File: src/rtl/apb_master.sv
// ---------------------------------------------------------------------------
// apb_master
//
// Single-outstanding APB bridge. A one-cycle request from the CPU side is
// decoded against a 64 KB window (upper address half == ADDR_BASE). The low
// 16 KB of that window is split into four 4 KB slave regions. Hits are run
// as a standard SETUP/ACCESS APB transfer. Misses are answered straight from
// IDLE with an error completion. A slave that never raises PREADY is
// abandoned after TIMEOUT ACCESS cycles.
//
// Parameters
//   ADDR_BASE  value of addr[31:16] that maps the peripheral window
//   TIMEOUT    ACCESS cycles to wait for PREADY before reporting an error
//
// Ports
//   PCLK                 clock, all logic on the rising edge
//   PRESET               synchronous active-low reset
//   transfer             one-cycle request pulse (only honoured in IDLE)
//   write/addr/wdata     request attributes, qualified by transfer
//   busy                 high whenever the FSM is not in IDLE
//   ready                one-cycle completion pulse
//   err                  valid with ready: decode miss or timeout
//   rdata                read result, valid with ready
//   PADDR/PWRITE/PWDATA  shared APB address/control/data
//   PENABLE              APB enable (high in ACCESS)
//   PSEL[3:0]            one-hot slave select
//   PRDATA0..3           per-slave read data
//   PREADY0..3           per-slave ready
// ---------------------------------------------------------------------------
module apb_master #(
    parameter logic [15:0] ADDR_BASE = 16'h1000,
    parameter int unsigned TIMEOUT   = 16
) (
    input  logic        PCLK,
    input  logic        PRESET,
    input  logic        transfer,
    input  logic        write,
    input  logic [31:0] addr,
    input  logic [31:0] wdata,
    output logic        busy,
    output logic        ready,
    output logic        err,
    output logic [31:0] rdata,
    output logic [31:0] PADDR,
    output logic        PWRITE,
    output logic        PENABLE,
    output logic [31:0] PWDATA,
    output logic [3:0]  PSEL,
    input  logic [31:0] PRDATA0,
    input  logic [31:0] PRDATA1,
    input  logic [31:0] PRDATA2,
    input  logic [31:0] PRDATA3,
    input  logic        PREADY0,
    input  logic        PREADY1,
    input  logic        PREADY2,
    input  logic        PREADY3
);

    // The wait counter only has to reach TIMEOUT-1.
    // On the ACCESS cycle where it holds that value the transfer either completes or times out.
    localparam int unsigned CNT_W = (TIMEOUT > 1) ? $clog2(TIMEOUT) : 1;
    localparam logic [CNT_W-1:0] WAIT_LAST = CNT_W'(TIMEOUT - 1);

    typedef enum logic [1:0] {
        IDLE   = 2'd0,
        SETUP  = 2'd1,
        ACCESS = 2'd2
    } state_t;

    state_t           state_q, state_d;
    logic [CNT_W-1:0] wait_cnt_q, wait_cnt_d;
    logic             busy_q, busy_d;
    logic             ready_q, ready_d;
    logic             err_q, err_d;
    logic [31:0]      rdata_q, rdata_d;
    logic [31:0]      paddr_q, paddr_d;
    logic             pwrite_q, pwrite_d;
    logic             penable_q, penable_d;
    logic [31:0]      pwdata_q, pwdata_d;
    logic [3:0]       psel_q, psel_d;

    logic             addr_hit;
    logic             sel_pready;
    logic [31:0]      sel_prdata;

    assign addr_hit = (addr[31:16] == ADDR_BASE) && (addr[15:14] == 2'b00);

    // Pick out the response of the slave we are talking to.
    // PADDR is held for the whole transfer, so its slave bits are a stable index.
    // The other three slaves never influence the result.
    always_comb begin
        sel_pready = 1'b0;
        sel_prdata = 32'h0;
        case (paddr_q[13:12])
            2'd0: begin sel_pready = PREADY0; sel_prdata = PRDATA0; end
            2'd1: begin sel_pready = PREADY1; sel_prdata = PRDATA1; end
            2'd2: begin sel_pready = PREADY2; sel_prdata = PRDATA2; end
            default: begin sel_pready = PREADY3; sel_prdata = PRDATA3; end
        endcase
    end

    // Next-state and next-output computation for the whole bridge.
    // Every output is a flop, so everything the outside world sees in the following cycle is decided here.
    // ready/err default low, which makes them one-cycle pulses.
    // The address/data bus defaults to holding, which keeps it stable through SETUP/ACCESS and retained in IDLE.
    always_comb begin
        state_d    = state_q;
        wait_cnt_d = wait_cnt_q;
        ready_d    = 1'b0;
        err_d      = 1'b0;
        rdata_d    = rdata_q;
        paddr_d    = paddr_q;
        pwrite_d   = pwrite_q;
        penable_d  = penable_q;
        pwdata_d   = pwdata_q;
        psel_d     = psel_q;

        case (state_q)
            IDLE: begin
                if (transfer) begin
                    if (addr_hit) begin
                        paddr_d    = addr;
                        pwrite_d   = write;
                        pwdata_d   = wdata;
                        psel_d     = 4'b0001 << addr[13:12];
                        penable_d  = 1'b0;
                        wait_cnt_d = '0;
                        state_d    = SETUP;
                    end else begin
                        // A decode miss never touches the bus; it is answered directly from IDLE.
                        ready_d = 1'b1;
                        err_d   = 1'b1;
                        rdata_d = 32'h0;
                    end
                end
            end

            SETUP: begin
                penable_d = 1'b1;
                state_d   = ACCESS;
            end

            ACCESS: begin
                if (sel_pready) begin
                    if (!pwrite_q) begin
                        rdata_d = sel_prdata;
                    end
                    ready_d   = 1'b1;
                    err_d     = 1'b0;
                    psel_d    = 4'b0000;
                    penable_d = 1'b0;
                    state_d   = IDLE;
                end else if (wait_cnt_q == WAIT_LAST) begin
                    ready_d   = 1'b1;
                    err_d     = 1'b1;
                    rdata_d   = 32'h0;
                    psel_d    = 4'b0000;
                    penable_d = 1'b0;
                    state_d   = IDLE;
                end else begin
                    wait_cnt_d = wait_cnt_q + 1'b1;
                end
            end

            default: begin
                psel_d    = 4'b0000;
                penable_d = 1'b0;
                state_d   = IDLE;
            end
        endcase

        // busy is registered from the next state, so it drops in the same cycle ready rises.
        busy_d = (state_d != IDLE);
    end

    // State register for the FSM and all of its registered outputs.
    // Reset is synchronous and active-low.
    // A reset landing mid-transfer simply wipes everything, so no completion pulse is ever produced for it.
    always_ff @(posedge PCLK) begin
        if (!PRESET) begin
            state_q    <= IDLE;
            wait_cnt_q <= '0;
            busy_q     <= 1'b0;
            ready_q    <= 1'b0;
            err_q      <= 1'b0;
            rdata_q    <= 32'h0;
            paddr_q    <= 32'h0;
            pwrite_q   <= 1'b0;
            penable_q  <= 1'b0;
            pwdata_q   <= 32'h0;
            psel_q     <= 4'b0000;
        end else begin
            state_q    <= state_d;
            wait_cnt_q <= wait_cnt_d;
            busy_q     <= busy_d;
            ready_q    <= ready_d;
            err_q      <= err_d;
            rdata_q    <= rdata_d;
            paddr_q    <= paddr_d;
            pwrite_q   <= pwrite_d;
            penable_q  <= penable_d;
            pwdata_q   <= pwdata_d;
            psel_q     <= psel_d;
        end
    end

    assign busy    = busy_q;
    assign ready   = ready_q;
    assign err     = err_q;
    assign rdata   = rdata_q;
    assign PADDR   = paddr_q;
    assign PWRITE  = pwrite_q;
    assign PENABLE = penable_q;
    assign PWDATA  = pwdata_q;
    assign PSEL    = psel_q;

endmodule

File: config.mk
export PLATFORM = sky130hd
export DESIGN_NAME = apb_master
export DESIGN_NICKNAME = d
export VERILOG_FILES = /design/src/rtl/apb_master.sv
export SDC_FILE = /design/constraint.sdc
export NUM_CORES = 1
export LEC_CHECK = 0
export ABC_CLOCK_PERIOD_IN_PS = 3300
export CAP_MARGIN = 20
export CORE_AREA = 3 3 118 120
export CTS_BUF_LIST = sky130_fd_sc_hd__clkbuf_2
export DETAILED_ROUTE_END_ITERATION = 10
export DIE_AREA = 0 0 121 123
export GPL_TIMING_DRIVEN = 1
export PLACE_DENSITY = 0.82
export SLEW_MARGIN = 20
export SYNTH_ARGS = -nofsm -noshare
export SYNTH_HDL_FRONTEND = slang
export SYNTH_SLANG_ARGS = --single-unit
File: constraint.sdc
create_clock -name PCLK -period 3.3 [get_ports PCLK]
set_input_delay 0.495 -clock PCLK [delete_from_list [all_inputs] [get_ports PCLK]]
set_output_delay 0.495 -clock PCLK [all_outputs]
set_load 0.05 [all_outputs]
; Yosys cells after proc, flatten, opt, wreduce, memory -nomap -nowiden
; Cells that the tools add are included.
[word_totals]
register_bits = 111
word_cells = 73
inputBits = 200
memories = 0
rom_bits = 0
output_inout_bits = 105
latch_bits = 0
ram_bits = 0
[op_classes]
n_lt_le_gt_ge = 0
add_sub_neg = 1
n_mux = 35
div_mod_pow = 0
eq_ne = 13
n_mul = 0
bitwise = 1
shifts = 1
reduce_logical = 11
[op_table]
columns = cell, n
row1 = $mux W32, 5
row2 = $pmux W32 S3, 1
row3 = $pmux W32 S2, 1
row4 = $mux W4, 8
row5 = $eq A16 B13 Y1 const B, 1
row6 = $pmux W4 S3, 1
row7 = $ne A2 B2 Y1 const B, 5
row8 = $reduce_and A5 Y1, 2
row9 = $mux W1, 9
row10 = $mux W2, 4
row11 = $pmux W4 S2, 1
row12 = $logic_not A2 Y1, 3
row13 = $ne A3 B3 Y1 const B, 2
row14 = $pmux W1 S3, 2
row15 = $pmux W2 S3, 1
row16 = $reduce_and A3 Y1, 2
row17 = $add A4 B1 Y4 const B, 1
row18 = $eq A2 B1 Y1 const B, 2
row19 = $eq A2 B2 Y1 const B, 2
row20 = $eq A4 B4 Y1 const B, 1
row21 = $pmux W1 S2, 2
row22 = $reduce_and A4 Y1, 1
row23 = $reduce_bool A2 Y1, 2
row24 = $shl A1 B2 Y4 const A, 1
row25 = other kinds (2), 2

; Longest topological paths before layout
; Gate-level depths: netlist of the first run.
[logic_depth]
depth_word = 6
mapped_depth = 7
ltp_nobuf = 6

; Least setup slack after synthesis of the first run
; No wires, ideal clock.
[synth_timing]
kind = register to register
start = register paddr_q[12], in the netlist PADDR[12]
end = register rdata_q[0], in the netlist rdata[0]
n_path_buf = 3
setup_time_ps = 120
stages_incl_launch_ff = 8
slack_ps = 1012
period_less_slack_ps = 2288
t_required_ps = 3180
arrival_time_ps = 2169
path_cell_list = dfxtp_1 -> buf_6 -> mux4_2 -> mux2i_1 -> a32o_1 -> buf_4 -> buf_6 -> mux2i_1
[synth_between]
elab_chain_cells = 5
elab_cells_between_ends = 11
classes_between = 4 x eq/ne / 5 x mux / 2 x reduce/logical
[synth_lines]
columns = item, line_no
row1 = from (decl), 76  ; logic [31:0] paddr_q, paddr_d;
row2 = from (signal assigned), 199  ; paddr_q <= paddr_d;
row3 = "$eq A2 B2 Y1, or another cell as far along", 94  ; case (paddr_q[13:12])
row4 = $pmux W32 S3, 94
row5 = $mux W32, 145  ; if (!pwrite_q) begin
row6 = $mux W32, 144  ; if (sel_pready) begin
row7 = $pmux W32 S2, 118  ; case (state_q)
row8 = to (signal assigned), 198  ; rdata_q <= rdata_d;
row9 = to (decl), 75  ; logic [31:0] rdata_q, rdata_d;
; Parallel ways exist; a longest one is shown, timed or not. The select of a mux whose other input is x is not followed.
; A chain may end at the register's enable or synchronous reset.

; Worst setup path after layout of the first run
[layout_timing]
start = register paddr_q[12], in the netlist PADDR[12]
end = output PADDR[12]
[layout_rtl]
columns = item, line_no
row1 = to (decl), 44  ; output logic [31:0] PADDR,
; No word-level cell between the ends.

==> key figures, run 1 <==
Detailed routing
  • Drt pass-1 iters: 5
  • Initial detailed-routing violation count: 246
  • WL/cell: 16.72 um
  • DR vias/cell: 4.890
  • Routed wire length: 16,310 um
  • Vias: 4,773
  • Antenna Violating Nets Remaining: 0
  • DRC: 0

Clock tree
  • Clock sinks: 111
  • Post-cts sizing count: 0
  • Worst-skew pair later-pin latency: ~0.58 ns
  • CTS tree: built
  • CTS Hold Bufs: 0
  • Root Driver: clkbuf_2
  • Clock tree buffer depth: 2
  • Clock-pin slew on the worst setup and hold paths: 0.30 ns
  • CTS HTree Levels: 3
  • Post CTS Setup Buffer Count: 0
  • CTS Buf Count: 9

Floorplan
  • Die Ht: 123 um
  • Die Footprint: 0.01488 mm^2
  • Die Width: 121 um
  • Core area: between 0.01 and 0.015 mm^2
  • Io pins: 305
  • Row cnt: between 40 and 50
  • Effective utilization at floorplan: 38.21%

Timing
  • RSZ-0062 raised after global routing: no
  • Rel. slew slack: 34.22%
  • Final setup violating endpoints: 0
  • Setup TNS: 0 ns
  • Clk_skew: 0.02093 ns
  • Final Hold Vio Count: 0
  • Worst-Margin Slew: a little under 1 ns
  • Post-route minimum period: 2.949 ns
  • Tcrit/Tclk final: 89.36%
  • Slew Limit Fails: 0
  • Max Clock Freq: 339.1 MHz

Hold path
  • Worst Hold Path Cells: 3
  • Hold Crit Class: in2reg
  • Worst hold path startpoint: wdata[27]
  • Hold EP: PWDATA[27]$_SDFFE_PN0P_

Power and ir drop
  • Power share of the combinational group: 15.0%
  • Power density cells: approximately 270 mW/mm^2
  • Sw Share: roughly a quarter
  • Peak VDD IR: 178.7 uV
  • Leakage Power: 2.956 nW
  • Internal Dissipation: about 0.0017 W
  • Register share of total power: 59.8%
  • NetSw: 0.0005439 W
  • Clk network pwr share: 25.2%
  • Total Power: 0.002255 W

Setup path
  • Launching point of the worst reg2reg path: state_q[0]$_SDFF_PN0_
  • CP Capture Type: output pin
  • Delay-heaviest family, CP: buffers and inverters
  • Setup slack, reg-to-reg: 1.08 ns
  • Worst path cell trace: buf_4 -> clkdlybuf4s50_1
  • Arr. time, crit path: 2.45 ns
  • CP max stage cell: clkdlybuf4s50_1
  • R2R Path End: PADDR[31]$_SDFFE_PN0P_
  • CP startpoint kind: flop
  • Maximum fanout along the worst path: 34
  • CP peak stage delay: 0.92 ns
  • Reg2Reg Depth: 5
  • Buf/Inv on CP: 2
  • Critical path class: reg2out
  • CP required: approximately 2.8 ns

Final layout
  • Most common cell after layout, fill and taps aside: clkdlybuf4s50_1
  • Filler cells: 1,085
  • Area grow syn2layout: 64.51%
  • Most frequent cells in the layout: 303 x clkdlybuf4s50_1, 169 x nand2_1, 110 x dfxtp_1
  • Final non-filler cell area: 0.008225 mm^2
  • Share of layout cells above drive strength 1: 7.277%
  • Nets@finish: about 990

Run status
  • Outcome: completed

Place
  • Post-DP HPWL: 12,820 um
  • GPL Wtd Cong: 0.7969
  • Placed cell area: 0.008105 mm^2
  • I/O Buffers: 304

Synth
  • Post-synth ARST share: 0%
  • Number of synthesized flops with an enable pin: 0
  • Synth area leaders: dfxtp_1 44%, mux4_2 14%, nand2_1 13%
  • Post-synthesis sequential area ratio: 44.44%
  • Top_reg_cell synth: dfxtp_1
  • Mapped Area: 0.005000 mm^2
  • Largest area contributor in the netlist: dfxtp_1
  • Gate Count Post-Synth: 512
  • Synth top area share: 44.44%
  • Syn Nets: 713
  • FF+latch count, synth: 111
  • Yosys warns: 0
  • Yosys cell types: 35
  • Synth Area per Inst: 9.765 um^2

GRT
  • Vias in the first global route: 4,806
  • Grt total ovfl: 0
  • Gr usage total: 21.00%
  • Largest net degree at the start of global routing: around 110
  • Initial antenna violation count: 4
  • First-pass GRT wire length: 24,630 um

Run
  • Max-Cap Viols: 0
==> tightest hold or removal path: cells and delay by family <==
family	cells	cell delay [ns]
compound gates	1	0.05
buf+inv	1	0.39
simple gates	1	0.06
==> registers in the layout (all words and copies together) (netlist names) <==
| register | cells |
|---|---|
| PWRITE | 1 |
| busy | 1 |
| ready | 1 |
| rdata | 32 |
| PSEL | 4 |
| wait_cnt_q | 4 |
| err | 1 |
| PENABLE | 1 |
| state_q | 2 |
| PADDR | 32 |
| PWDATA | 32 |
==> cell families (layout without fill, tap and decap cells) <==
group / Yosys count / after routing / synth area share [%]
simple gates: 221 / 221 / 18.92
flops: 111 / 111 / 44.44
mux: 70 / 70 / 22.50
compound gates: 65 / 65 / 9.535
buf+inv: 44 / 329 / 4.354
fa+ha+maj: 1 / 1 / 0.2502
other cells: 0 / 3 / 0
==> worst max path at each step <==
| stage | depth (start not counted) | from | to |
|---|---|---|---|
| floorplan | 7 | PADDR[12]$_SDFFE_PN0P_ | rdata[0]$_SDFFE_PN0P_ |
| global placement | 5 | PREADY3 | rdata[24]$_SDFFE_PN0P_ |
| detailed placement | 5 | PREADY3 | rdata[29]$_SDFFE_PN0P_ |
| CTS | 2 | PADDR[12]$_SDFFE_PN0P_ | PADDR[12] |
| global route | 2 | PADDR[12]$_SDFFE_PN0P_ | PADDR[12] |
| finish | 2 | PADDR[12]$_SDFFE_PN0P_ | PADDR[12] |
==> layout make-up <==
| class | count | area (um^2) | area share, % |
|---|---|---|---|
| multi-input cells | 357 | 2579 | 31.35 |
| repair buffers | 310 | 3083 | 37.48 |
| flip-flops and latches | 111 | 2223 | 27.03 |
| clock buffers | 9 | 45.04 | 0.5476 |
| clock inverters | 7 | 56.30 | 0.6845 |
| well taps | 176 | 220.2 | 2.677 |
| diodes | 3 | 7.507 | 0.09127 |
| inverters | 3 | 11.26 | 0.1369 |
==> layer usage <==
metal	global-route usage [%]	wire length, um	vias to the layer above
met5	0	13	-
met4	6.303	327	2
met3	6.176	1163	28
met2	37.13	8556	166
met1	24.70	6252	2246
li1	-	-	2331
==> metrics by stage <==
step / util [%] / std cells / worst slack, ns / hold slack (ns)
after floorplan: - / 512 / 1.012 / 0.4504
after global placement: 61.94 / 957 / 0.3312 / 0.4392
after detailed placement: 61.94 / 957 / 0.2301 / 0.4449
after CTS: 62.72 / 973 / 0.2536 / 0.3466
after global routing: 62.86 / 976 / 0.1447 / 0.3357
final: 62.86 / 976 / 0.3512 / 0.4012
==> synthesized netlist by cell type (3+ instances only) <==
library cell / instances
mux4_1: 3
buf_6: 5
nand2_1: 169
nor2_1: 9
and3_1: 19
mux2i_1: 37
nand2b_1: 3
dfxtp_1: 111
mux4_2: 30
or3_1: 3
o21ai_1: 3
a21boi_1: 48
inv_1: 3
nor3_1: 4
a21oi_1: 5
nor4_1: 3
clkbuf_1: 32
nand3_1: 4
==> power by group through the flow <==
stage          logic [W]  clock network (W)  registers, W
6_report        0.000339           0.000568       0.00135
5_1_grt         0.000358           0.000652       0.00135
4_1_cts         0.000340           0.000601       0.00135
3_5_place_dp    0.000338                  0       0.00137
3_3_place_gp    0.000333                  0       0.00137
2_1_floorplan  0.0000809                  0       0.00138
(Power assumes the default switching activity.)
==> run 2: changes to the inputs <==
SETUP_SLACK_MARGIN = 0.3   (was default)
==> key figures, run 2 (synthesis results as in run 1) <==
Run status
  • Outcome: completed (unchanged)

Detailed routing
  • Routed wire length: 16,320 um (was 16,310 um)
  • Initial detailed-routing violation count: 246 (unchanged)
  • DRC: 0 (unchanged)
  • Drt pass-1 iters: 5 (unchanged)
  • Vias: 4,776 (was 4,773)
  • DR vias/cell: 4.893 (was 4.890)
  • WL/cell: 16.72 um (about the same)
  • Antenna Violating Nets Remaining: 0 (unchanged)

Timing
  • Clk_skew: 0.02064 ns (was 0.02093 ns)
  • Worst-Margin Slew: 0.9901 ns (was 0.9868 ns)
  • Tcrit/Tclk final: 86.40% (was 89.36%)
  • Setup TNS: 0 ns (unchanged)
  • Final WS setup: 0.4488 ns (was 0.3512 ns)
  • Rel. slew slack: 33.99% (was 34.22%)
  • Max Clock Freq: 350.7 MHz (was 339.1 MHz)
  • Slew Limit Fails: 0 (unchanged)
  • Final setup violating endpoints: 0 (unchanged)
  • Final Hold Vio Count: 0 (unchanged)
  • Post-route minimum period: 2.851 ns (was 2.949 ns)
  • RSZ-0062 raised after global routing: no (unchanged)

Setup path
  • CP peak stage delay: 0.90 ns (was 0.92 ns)
  • Delay-heaviest family, CP: buffers and inverters (unchanged)
  • Setup slack, reg-to-reg: 1.07 ns (was 1.08 ns)
  • R2R Path End: PADDR[31]$_SDFFE_PN0P_ (unchanged)
  • Critical path class: reg2out (unchanged)
  • CP startpoint kind: flop (unchanged)
  • CP required: 2.80 ns (about the same)
  • Buf/Inv on CP: 2 (unchanged)
  • Maximum fanout along the worst path: 34 (unchanged)
  • Arr. time, crit path: 2.36 ns (was 2.45 ns)
  • Launching point of the worst reg2reg path: state_q[0]$_SDFF_PN0_ (unchanged)
  • CP max stage cell: clkdlybuf4s50_1 (unchanged)
  • Worst path cell trace: buf_4 -> clkdlybuf4s50_1 (unchanged)
  • CP Capture Type: output pin (unchanged)
  • Reg2Reg Depth: 5 (unchanged)

Final layout
  • Most frequent cells in the layout: 302 x clkdlybuf4s50_1, 169 x nand2_1, 110 x dfxtp_1 (was 303 x clkdlybuf4s50_1, 169 x nand2_1, 110 x dfxtp_1)
  • Share of layout cells above drive strength 1: 7.277% (unchanged)
  • Nets@finish: 993 (unchanged)
  • Final Non-Filler Cells: 976 (unchanged)
  • Most common cell after layout, fill and taps aside: clkdlybuf4s50_1 (unchanged)
  • Area grow syn2layout: 64.49% (was 64.51%)

GRT
  • Gr usage total: 21.00% (unchanged)
  • Initial antenna violation count: 4 (unchanged)
  • Grt total ovfl: 0 (unchanged)
  • First-pass GRT wire length: 24,630 um (unchanged)
  • Vias in the first global route: 4,806 (unchanged)
  • Largest net degree at the start of global routing: 114 (unchanged)

Floorplan
  • Effective utilization at floorplan: 38.21% (unchanged)
  • Core area: 0.01309 mm^2 (unchanged)
  • Row cnt: 42 (unchanged)
  • Die Footprint: 0.01488 mm^2 (unchanged)
  • Die Ht: 123 um (unchanged)
  • Io pins: 305 (unchanged)
  • Die Width: 121 um (unchanged)

Hold path
  • Hold Crit Class: in2reg (unchanged)
  • Worst hold path startpoint: wdata[27] (unchanged)
  • Worst Hold Path Cells: 3 (unchanged)
  • Hold EP: PWDATA[27]$_SDFFE_PN0P_ (unchanged)

Clock tree
  • Post CTS Setup Buffer Count: 0 (unchanged)
  • CTS Buf Count: 9 (unchanged)
  • Root Driver: clkbuf_2 (unchanged)
  • Clock-pin slew on the worst setup and hold paths: 0.30 ns (about the same)
  • Clock tree buffer depth: 2 (unchanged)
  • Clock sinks: 111 (unchanged)
  • Worst-skew pair later-pin latency: 0.58 ns (about the same)
  • CTS HTree Levels: 3 (unchanged)
  • CTS tree: built (unchanged)

Power and ir drop
  • Peak VDD IR: 178.7 uV (unchanged)
  • Total Power: 0.002255 W (about the same)
  • Power density cells: 274.2 mW/mm^2 (about the same)
  • Leakage Power: 2.961 nW (was 2.956 nW)

Place
  • Placement Setup Slack: 0.2301 ns (unchanged)
  • Post-DP HPWL: 12,820 um (unchanged)
  • I/O Buffers: 304 (unchanged)
  • Placed cells: 957 (unchanged)
  • GPL Wtd Cong: 0.7969 (unchanged)

Run
  • Max-Cap Viols: 0 (unchanged)
## run 2: cell count changes in the layout (fill, tap and decap cells not counted)
| cell | before | now |
|---|---|---|
| dlygate4sd2_1 | 0 | 1 |
| clkdlybuf4s50_1 | 303 | 302 |
## run 2: cell type report
| cell class | instances | area (um^2) |
|---|---|---|
| repair buffers | 310 | 3082 |
| clock inverters | 7 | 56.30 |
| multi-input cells | 357 | 2579 |
| diodes | 3 | 7.507 |
| clock buffers | 9 | 45.04 |
| flip-flops and latches | 111 | 2223 |
| well taps | 176 | 220.2 |
| fillers | 1085 | 4861 |
| inverters | 3 | 11.26 |
## run 2: power by group
part	total (W)	internal, W	switching, W
registers	0.00135	0.00135	0.000000402
logic	0.000339	0.000253	0.0000857
clock network	0.000568	0.000110	0.000458
## run 2: worst register-to-register path, cell delays in order, from the launching register on
cell and delay, ns:
dfxtp_1 0.46, nor2_1 0.50, nand2_1 0.16, or3_2 0.43
buf_4 0.32, and3_1 0.30
## run 2: per-stage QoR
step                hold slack, ns  instance area, um^2  utilization (%)
detailed placement          0.4449                 8105            61.94
global route                0.3357                 8224            62.85
finish                      0.4015                 8224            62.85
CTS                         0.3466                 8205            62.71
floorplan                   0.4504                 5000                -
global placement            0.4392                 8105            61.94
## run 2: what timing repair did
| action | CTS | global route |
|---|---|---|
| hold buffers | 0 | 0 |
| setup endpoints to repair | 1 | 0 |
| gates resized for setup | 1 | 0 |
## run 2: worst max path at each step
stage	from	endpoint	slack (ns)	cells past startpoint
global route	PADDR[13]$_SDFFE_PN0P_	PADDR[13]	0.31	2
CTS	PADDR[13]$_SDFFE_PN0P_	PADDR[13]	0.39	2
global placement	PREADY3	rdata[24]$_SDFFE_PN0P_	0.33	5
detailed placement	PREADY3	rdata[29]$_SDFFE_PN0P_	0.23	5
floorplan	PADDR[12]$_SDFFE_PN0P_	rdata[0]$_SDFFE_PN0P_	1.01	7
finish	PADDR[13]$_SDFFE_PN0P_	PADDR[13]	0.45	2
## run 2: routing by layer
metal	GRT usage (%)	up-vias	share of wire, %
met1	24.70	2253	38
li1	-	2331	-
met3	6.176	28	7.1
met2	37.13	162	52
met4	6.303	2	2.0
met5	0	-	0.080
